==> config.mk <==
export PLATFORM = sky130hd
export DESIGN_NAME = switch_debouncer
export DESIGN_NICKNAME = d
export VERILOG_FILES = /design/src/rtl/switch_pkg.sv /design/src/rtl/debounce_channel.sv /design/src/rtl/switch_debouncer.sv
export SDC_FILE = /design/constraint.sdc
export NUM_CORES = 1
export LEC_CHECK = 0
export ABC_AREA = 1
export BUFFER_PORTS_ARGS = -buffer_cell sky130_fd_sc_hd__buf_2
export CORE_AREA = 2 2 77 134
export DETAILED_ROUTE_END_ITERATION = 8
export DIE_AREA = 0 0 79 136
export SYNTH_ARGS = -nofsm -noshare
export SYNTH_HDL_FRONTEND = slang
export SYNTH_SLANG_ARGS = --single-unit
==> constraint.sdc <==
create_clock -name clk -period 3.85 [get_ports clk]
set_input_delay 0.77 -clock clk [delete_from_list [all_inputs] [get_ports clk]]
set_output_delay 0.77 -clock clk [all_outputs]
set_load 0.1 [all_outputs]
==> src/rtl/switch_pkg.sv <==
// Shared types and board constants for the slide-switch conditioning stage.
package switch_pkg;

  typedef enum logic [1:0] {
    S_LO,
    S_WAIT_HI,
    S_HI,
    S_WAIT_LO
  } deb_state_t;

  // 10 ms of qualification at the 50 MHz board clock.
  localparam int DEFAULT_STABLE_CYCLES = 500000;
  localparam int CLK_HZ                = 50_000_000;

endpackage

==> src/rtl/debounce_channel.sv <==
// One switch channel: 2-flop synchroniser, qualification FSM with saturating
// counter, and registered level / rise / fall outputs.
module debounce_channel
  import switch_pkg::*;
#(
  parameter int STABLE_CYCLES = DEFAULT_STABLE_CYCLES
) (
  input  logic clk,
  input  logic rst_n,
  input  logic raw_i,
  output logic level_o,
  output logic rise_o,
  output logic fall_o
);

  localparam int CNT_W = $clog2(STABLE_CYCLES + 1);
  localparam logic [CNT_W-1:0] CNT_MAX = CNT_W'(STABLE_CYCLES);
  localparam logic [CNT_W-1:0] CNT_ONE = CNT_W'(1);

  logic             meta_q, sync_q;
  deb_state_t       state_q, state_d;
  logic [CNT_W-1:0] cnt_q, cnt_d;
  logic             level_q, level_d;
  logic             rise_q, rise_d;
  logic             fall_q, fall_d;

  // Plain two-flop chain: nothing may sit between meta_q and sync_q.
  always_ff @(posedge clk or negedge rst_n) begin
    if (!rst_n) begin
      meta_q <= 1'b0;
      sync_q <= 1'b0;
    end else begin
      meta_q <= raw_i;
      sync_q <= meta_q;
    end
  end

  always_ff @(posedge clk or negedge rst_n) begin
    if (!rst_n) begin
      state_q <= S_LO;
      cnt_q   <= '0;
      level_q <= 1'b0;
      rise_q  <= 1'b0;
      fall_q  <= 1'b0;
    end else begin
      state_q <= state_d;
      cnt_q   <= cnt_d;
      level_q <= level_d;
      rise_q  <= rise_d;
      fall_q  <= fall_d;
    end
  end

  // Any reversal while waiting drops back to the stable state with cnt=0.
  always_comb begin
    state_d = state_q;
    cnt_d   = cnt_q;
    level_d = level_q;
    rise_d  = 1'b0;
    fall_d  = 1'b0;
    case (state_q)
      S_LO: begin
        if (sync_q) begin
          state_d = S_WAIT_HI;
          cnt_d   = CNT_ONE;
        end else begin
          cnt_d = '0;
        end
      end
      S_WAIT_HI: begin
        if (!sync_q) begin
          state_d = S_LO;
          cnt_d   = '0;
        end else if (cnt_q == CNT_MAX) begin
          state_d = S_HI;
          cnt_d   = '0;
          level_d = 1'b1;
          rise_d  = 1'b1;
        end else begin
          cnt_d = cnt_q + CNT_ONE;
        end
      end
      S_HI: begin
        if (!sync_q) begin
          state_d = S_WAIT_LO;
          cnt_d   = CNT_ONE;
        end else begin
          cnt_d = '0;
        end
      end
      S_WAIT_LO: begin
        if (sync_q) begin
          state_d = S_HI;
          cnt_d   = '0;
        end else if (cnt_q == CNT_MAX) begin
          state_d = S_LO;
          cnt_d   = '0;
          level_d = 1'b0;
          fall_d  = 1'b1;
        end else begin
          cnt_d = cnt_q + CNT_ONE;
        end
      end
      default: begin
        state_d = S_LO;
        cnt_d   = '0;
        level_d = 1'b0;
      end
    endcase
  end

  assign level_o = level_q;
  assign rise_o  = rise_q;
  assign fall_o  = fall_q;

endmodule

==> src/rtl/switch_debouncer.sv <==
// Debounces N_CH independent slide switches feeding the NAND lab gate and
// provides per-channel rise/fall pulses.
module switch_debouncer
  import switch_pkg::*;
#(
  parameter int N_CH          = 3,
  parameter int STABLE_CYCLES = DEFAULT_STABLE_CYCLES
) (
  input  logic            clk,
  input  logic            rst_n,
  input  logic [N_CH-1:0] sw_i,
  output logic [N_CH-1:0] sw_o,
  output logic [N_CH-1:0] rise_o,
  output logic [N_CH-1:0] fall_o
);

  if (STABLE_CYCLES < 1) begin : g_param_check
    $error("switch_debouncer: STABLE_CYCLES must be >= 1");
  end

  for (genvar i = 0; i < N_CH; i++) begin : g_ch
    debounce_channel #(
      .STABLE_CYCLES(STABLE_CYCLES)
    ) u_ch (
      .clk    (clk),
      .rst_n  (rst_n),
      .raw_i  (sw_i[i]),
      .level_o(sw_o[i]),
      .rise_o (rise_o[i]),
      .fall_o (fall_o[i])
    );
  end

endmodule

# Word level (Yosys, flattened, before mapping)
# Index checks and enable logic that the tools add are counted.
[word_totals]
regBits = 78
in_bits = 5
out_inout_bits = 9
wordCells = 141
[classes]
n_addsub = 3
n_eq_ne = 36
muxes = 69
reduce_logical = 12
[op_table]
columns = ["op", "n"]
rows = [
  ["$pmux 19 s4", 3],
  ["$mux 19", 9],
  ["$add 19x1->19 const B", 3],
  ["$eq 19x19->1 const B", 3],
  ["$mux 2", 18],
  ["$mux 1", 33],
  ["$ne 2x1->1 const B", 12],
  ["$pmux 2 s4", 3],
  ["$reduce_and 5->1", 3],
  ["$eq 2x2->1 const B", 6],
  ["$ne 2x2->1 const B", 6],
  ["$reduce_and 4->1", 3],
  ["$ne 3x1->1 const B", 3],
  ["$ne 3x3->1 const B", 3],
  ["$eq 2x1->1 const B", 3],
  ["$logic_not 2->1", 3],
  ["$pmux 1 s2", 3],
  ["$reduce_bool 2->1", 3],
]

# Logic depth before layout (Yosys ltp)
[depth]
depth_word = 4
mapped_depth = 11
mapped_depth_nobuf = 11

# Modules after synthesis
# From an unflattened synthesis, not the netlist that was laid out.
[unflattened]
hier_cells = 533
area_unflattened_um2 = 4130.2
[modules_own_cells]
columns = ["mod", "instances", "cells_per_inst", "area_per_inst_um2", "seq_area_each_um2"]
rows = [
  ["debounce_channel (g_ch[1].u_ch)", 1, 174, 1382.6, 650.6],
  ["debounce_channel (g_ch[0].u_ch)", 1, 177, 1375.1, 650.6],
  ["debounce_channel (g_ch[2].u_ch)", 1, 182, 1372.6, 650.6],
]

# Worst setup path after synthesis
# Ideal clock, no wire load.
[synth_timing]
kind = "register -> register"
start = "reg g_ch[2].u_ch.cnt_q[0]"
end = "reg g_ch[2].u_ch.cnt_q[14]"
setup_ps = 119
arrival_time_ps = 1297
required_ps = 3731
setup_slack_ps = 2434
path_stages_with_launch = 9
path_buffers = 1
period_less_slack_ps = 1416
cell_sequence = "dfrtp_1 -> inv_1 -> ha_1 -> nand2_1 -> nor3_1 -> nand3_1 -> nand2_2 -> buf_6 -> nor2_1"
[synth_via]
elab_chain_len = 4
elab_cells_between_ends = 6
classes_between = "add/sub: 1; eq/ne: 1; mux: 4"
[synth_lines]
columns = ["element", "line", "source"]
rows = [
  ["start: declaration", "debounce_channel.sv:22", "logic [CNT_W-1:0] cnt_q, cnt_d;"],
  ["start signal: assignment", "debounce_channel.sv:47", "cnt_q <= cnt_d;"],
  ["$add 19x1->19 or $eq 19x19->1 (tied branches)", "n/a", ""],
  ["$mux 19 (*)", "debounce_channel.sv:74, debounce_channel.sv:95", ""],
  ["$mux 19, on equally long branches", "debounce_channel.sv:92, debounce_channel.sv:71", ""],
  ["$pmux 19 s4 (*)", "debounce_channel.sv:61", "case (state_q)"],
  ["via g_ch[2].u_ch.cnt_d[14]", "debounce_channel.sv:22", ""],
]
# Mark *: on every way through the listed nets, which the timed path passes. The rest lies on a longest branch.
# A chain may end at the register's enable or synchronous reset.

# Worst setup path in the final report
[layout_timing]
start = "reg g_ch[0].u_ch.level_q"
end = "out sw_o[0]"
[layout_lines]
columns = ["element", "line", "source"]
rows = [
  ["start: declaration", "debounce_channel.sv:23", "logic level_q, level_d;"],
  ["start signal: assignment", "debounce_channel.sv:48", "level_q <= level_d;"],
  ["end: declaration", "switch_debouncer.sv:12", "output logic [N_CH-1:0] sw_o,"],
]
# No word-level cell between the ends.

==> run_results.csv <==
group,metric,value,unit
cts,clk-insertion-delay-late,0.33,ns
cells_and_area,drive_gt1_share,10.5,%
route,drtPass1Iterations,5,
cells_and_area,n_antenna_cell,0,
route,wire_per_inst,12.7,um
die,io_pins,14,
die,die_area,0.0107,mm2
route,viasPerCell,4.90,
setup_path,r2r_end,"g_ch[2].u_ch.cnt_q[15]",
global_route,globalRouteMet2Util,32.2,%
setup_path,critPathBufInv,1,
synthesis,synthTopCellsByArea,"dfrtp_1 46%, nand2_1 11%, nor2_1 9.6%",
synthesis,ys_ff_latch,78,
setup_path,rrSetupSlack,2.06,ns
synthesis,synthAdderAreaFrac,1.78,%
placed_design,dpl.hpwl,6370,um
power,p_leak,2.05,nW
cts,post_cts_buffers,0,
timing,fmax,0.533,GHz
setup_path,path_class,"reg -> out",
synthesis,avgSynthCellArea,7.74,um2
timing,setup_slack,1.97,ns
synthesis,yosys_warnings,0,
setup_path,reg2reg_depth,9,
cts,cts_hold_buf,0,
setup_path,arrival,1.11,ns
synthesis,synth.distinct_cells,29,
global_route,grt_pass1_wl,15200,um
synthesis,synth_compound_area_share,3.73,%
timing,tightest_slew,0.979,ns
cts,cts.repair.resized,0,
worst_hold_path,hold_path_class,"reg -> reg",
cells_and_area,fin_nets,568,
timing,rsz0062_at_grt,"false",
route,ant_nets,0,
route,routed-via-count,3365,
cts,cts_sinks,78,
cells_and_area,fillers,999,
synthesis,ys_seq_area_share,46.2,%
die,rows,48,
timing,clock_skew,0.00740,ns
synthesis,synth_top_area_share,46.2,%
die,die_h,136,um
placed_design,io_buffers,13,
route,wl,8740,um
global_route,top_usage_layer,"met2",
timing,tns,0,ns
power,ir_worst_vdd,0.000210,V
cts,clk_pin_slew,0.06,ns
timing,min_period,1.88,ns
timing,setup_viol,0,
placed_design,pre_cts_ws,2.05,ns
route,drcViolationCount,0,
die,die_w,79,um
die,core,0.00973,mm2
synthesis,muxShareOfSynthArea,0,%
cells_and_area,mostFrequentLayoutCell,"nand2_1",
global_route,gr-total-overflow,0,
power,powerDensity,391,mW/mm2
setup_path,max_stage_delay,0.43,ns
worst_hold_path,worstHoldStart,"g_ch[1].u_ch.meta_q",
synthesis,yosys.area_share.simple,35.0,%
flow_run,drv_cap,0,
timing,hold_viol,0,
setup_path,startpoint_type,"register",
cts,cts_buffers,9,
route,drtIter0Drc,177,
synthesis,synthesis.nets,557,
synthesis,synth-xor-area-share,4.35,%
global_route,antenna_found_initial,0,
cells_and_area,stdcell_area,0.00466,mm2
run_status,status,"finished clean",
timing,drv_slew,0,
timing,timing.final.crit_share,48.7,%
synthesis,synth_top_family_by_area,"simple AND/OR/NAND/NOR gates",
global_route,grt_pass1_vias,3482,
setup_path,slowest_stage,"buf_2",
global_route,grt_usage,17.9,%
synthesis,synth_area,0.00423,mm2
cts,clockBufferDepth,2,
setup_path,cp-end-kind,"output pin",
setup_path,critPathMaxFanout,2,
cts,cts_max_level,3,
synthesis,netlist.top_cell.by_area,"dfrtp_1",
worst_hold_path,min_path_cells,0,
setup_path,critPathRequiredTime,3.08,ns
placed_design,place.gp.congestion,0.880,
cts,root_buffer,"clkbuf_16",
setup_path,reg2reg_from,"g_ch[2].u_ch.cnt_q[0]",
die,start_util,43.5,%
worst_hold_path,worstHoldEndpoint,"g_ch[1].u_ch.sync_q",
timing,slew_headroom,34.7,%
cells_and_area,area_growth_syn_to_layout,10.3,%
cells_and_area,mostFrequentLayoutCells,"127 x nand2_1, 108 x nor2_1, 78 x dfrtp_1, 69 x inv_1, 27 x nand3_1",
cts,cts_tree,"built",
synthesis,synth_cells,546,
global_route,grtUsageMet1,20.0,%
global_route,grt_use_met3,3.39,%
setup_path,path_delay_family,"buffers and inverters",
placed_design,placed_area,0.00434,mm2
setup_path,path_cells,"buf_2",
global_route,grt_max_degree,79,
-- layout make-up --
class,instances,area (um2),area share (%)
Sequential cell,78,1950,41.9
Multi-Input combinational cell,384,1900,40.7
Inverter,71,267,5.72
Clock buffer,10,239,5.12
Tap cell,125,156,3.35
Clock inverter,6,85.1,1.82
Timing Repair Buffer,13,67.6,1.45
-- state kept, by name (all words and copies together), names as in the netlist, named ones only --
| register | count |
|---|---|
| g_ch.u_ch.meta_q | 3 |
| g_ch.u_ch.level_o | 3 |
| g_ch.u_ch.fall_o | 3 |
| g_ch.u_ch.sync_q | 3 |
| g_ch.u_ch.state_q | 3 |
| g_ch.u_ch.rise_o | 3 |
| g_ch.u_ch.cnt_q | 57 |
-- kinds of logic (layout without fill, tap and decap cells) --
logic type      after synthesis  count (layout)
simple gates                327             327
fa+ha+maj                     6               6
compound gates               30              30
flops                        78              78
xor+xnor                     21              21
buf+inv                      84             100
-- cells in the mapped netlist (all sizes together) --
| cell | number |
|---|---|
| xor2 | 16 |
| nor2 | 122 |
| nor4 | 2 |
| xnor2 | 5 |
| a21oi | 10 |
| buf | 13 |
| nand2 | 133 |
| nand3 | 31 |
| nand4 | 13 |
| ha | 6 |
| o21ai | 16 |
| o21bai | 2 |
| nor3 | 20 |
| nor3b | 2 |
| dfrtp | 78 |
| inv | 71 |
| nand3b | 3 |
| a31oi | 2 |
| and2 | 1 |
-- routing by layer --
layer	part of all wire [%]	wire, um
met5	0	0
met4	2.2	195
met3	1.5	131
met2	54	4720
met1	42	3690
-- per-stage QoR --
step           power (mW)  utilization, %  std cells  hold slack, ns
6_report             1.82            47.9        687           0.348
5_1_grt              1.90            47.9        687           0.352
3_3_place_gp        0.920            44.6        671           0.334
2_1_floorplan       0.896               -        546           0.331
3_5_place_dp        0.921            44.6        671           0.336
4_1_cts              1.85            47.9        687           0.349
-- where the power goes --
part           switching, mW  total [mW]  internal, mW
logic                 0.0462      0.0614        0.0152
clock network          0.337       0.920         0.583
registers             0.0113       0.843         0.832
total                  0.394        1.82          1.43
-- how the worst max path moves through the flow --
stage                                     start                     end  slack [ns]  cells past startpoint
after CTS                  g_ch[0].u_ch.level_o                 sw_o[0]        1.96                      1
final                      g_ch[0].u_ch.level_o                 sw_o[0]        1.97                      1
after detailed placement  g_ch[2].u_ch.cnt_q[0]  g_ch[2].u_ch.cnt_q[15]        2.05                      9
after global routing      g_ch[1].u_ch.cnt_q[0]  g_ch[1].u_ch.cnt_q[15]        1.90                     11
after floorplan           g_ch[2].u_ch.cnt_q[0]  g_ch[2].u_ch.cnt_q[14]        2.43                      8
after global placement    g_ch[1].u_ch.cnt_q[0]  g_ch[1].u_ch.cnt_q[18]        2.16                     11
-- worst register-to-register path, cell delays in order, from the launching register on --
cell and delay [ns]:
dfrtp_1 0.40, inv_1 0.13, ha_1 0.16, nand2_1 0.05
nor3_1 0.20, nand3_1 0.18, nand2_2 0.30, inv_1 0.13
nand2_1 0.08, nor2_1 0.04
(Power assumes the default switching activity.)
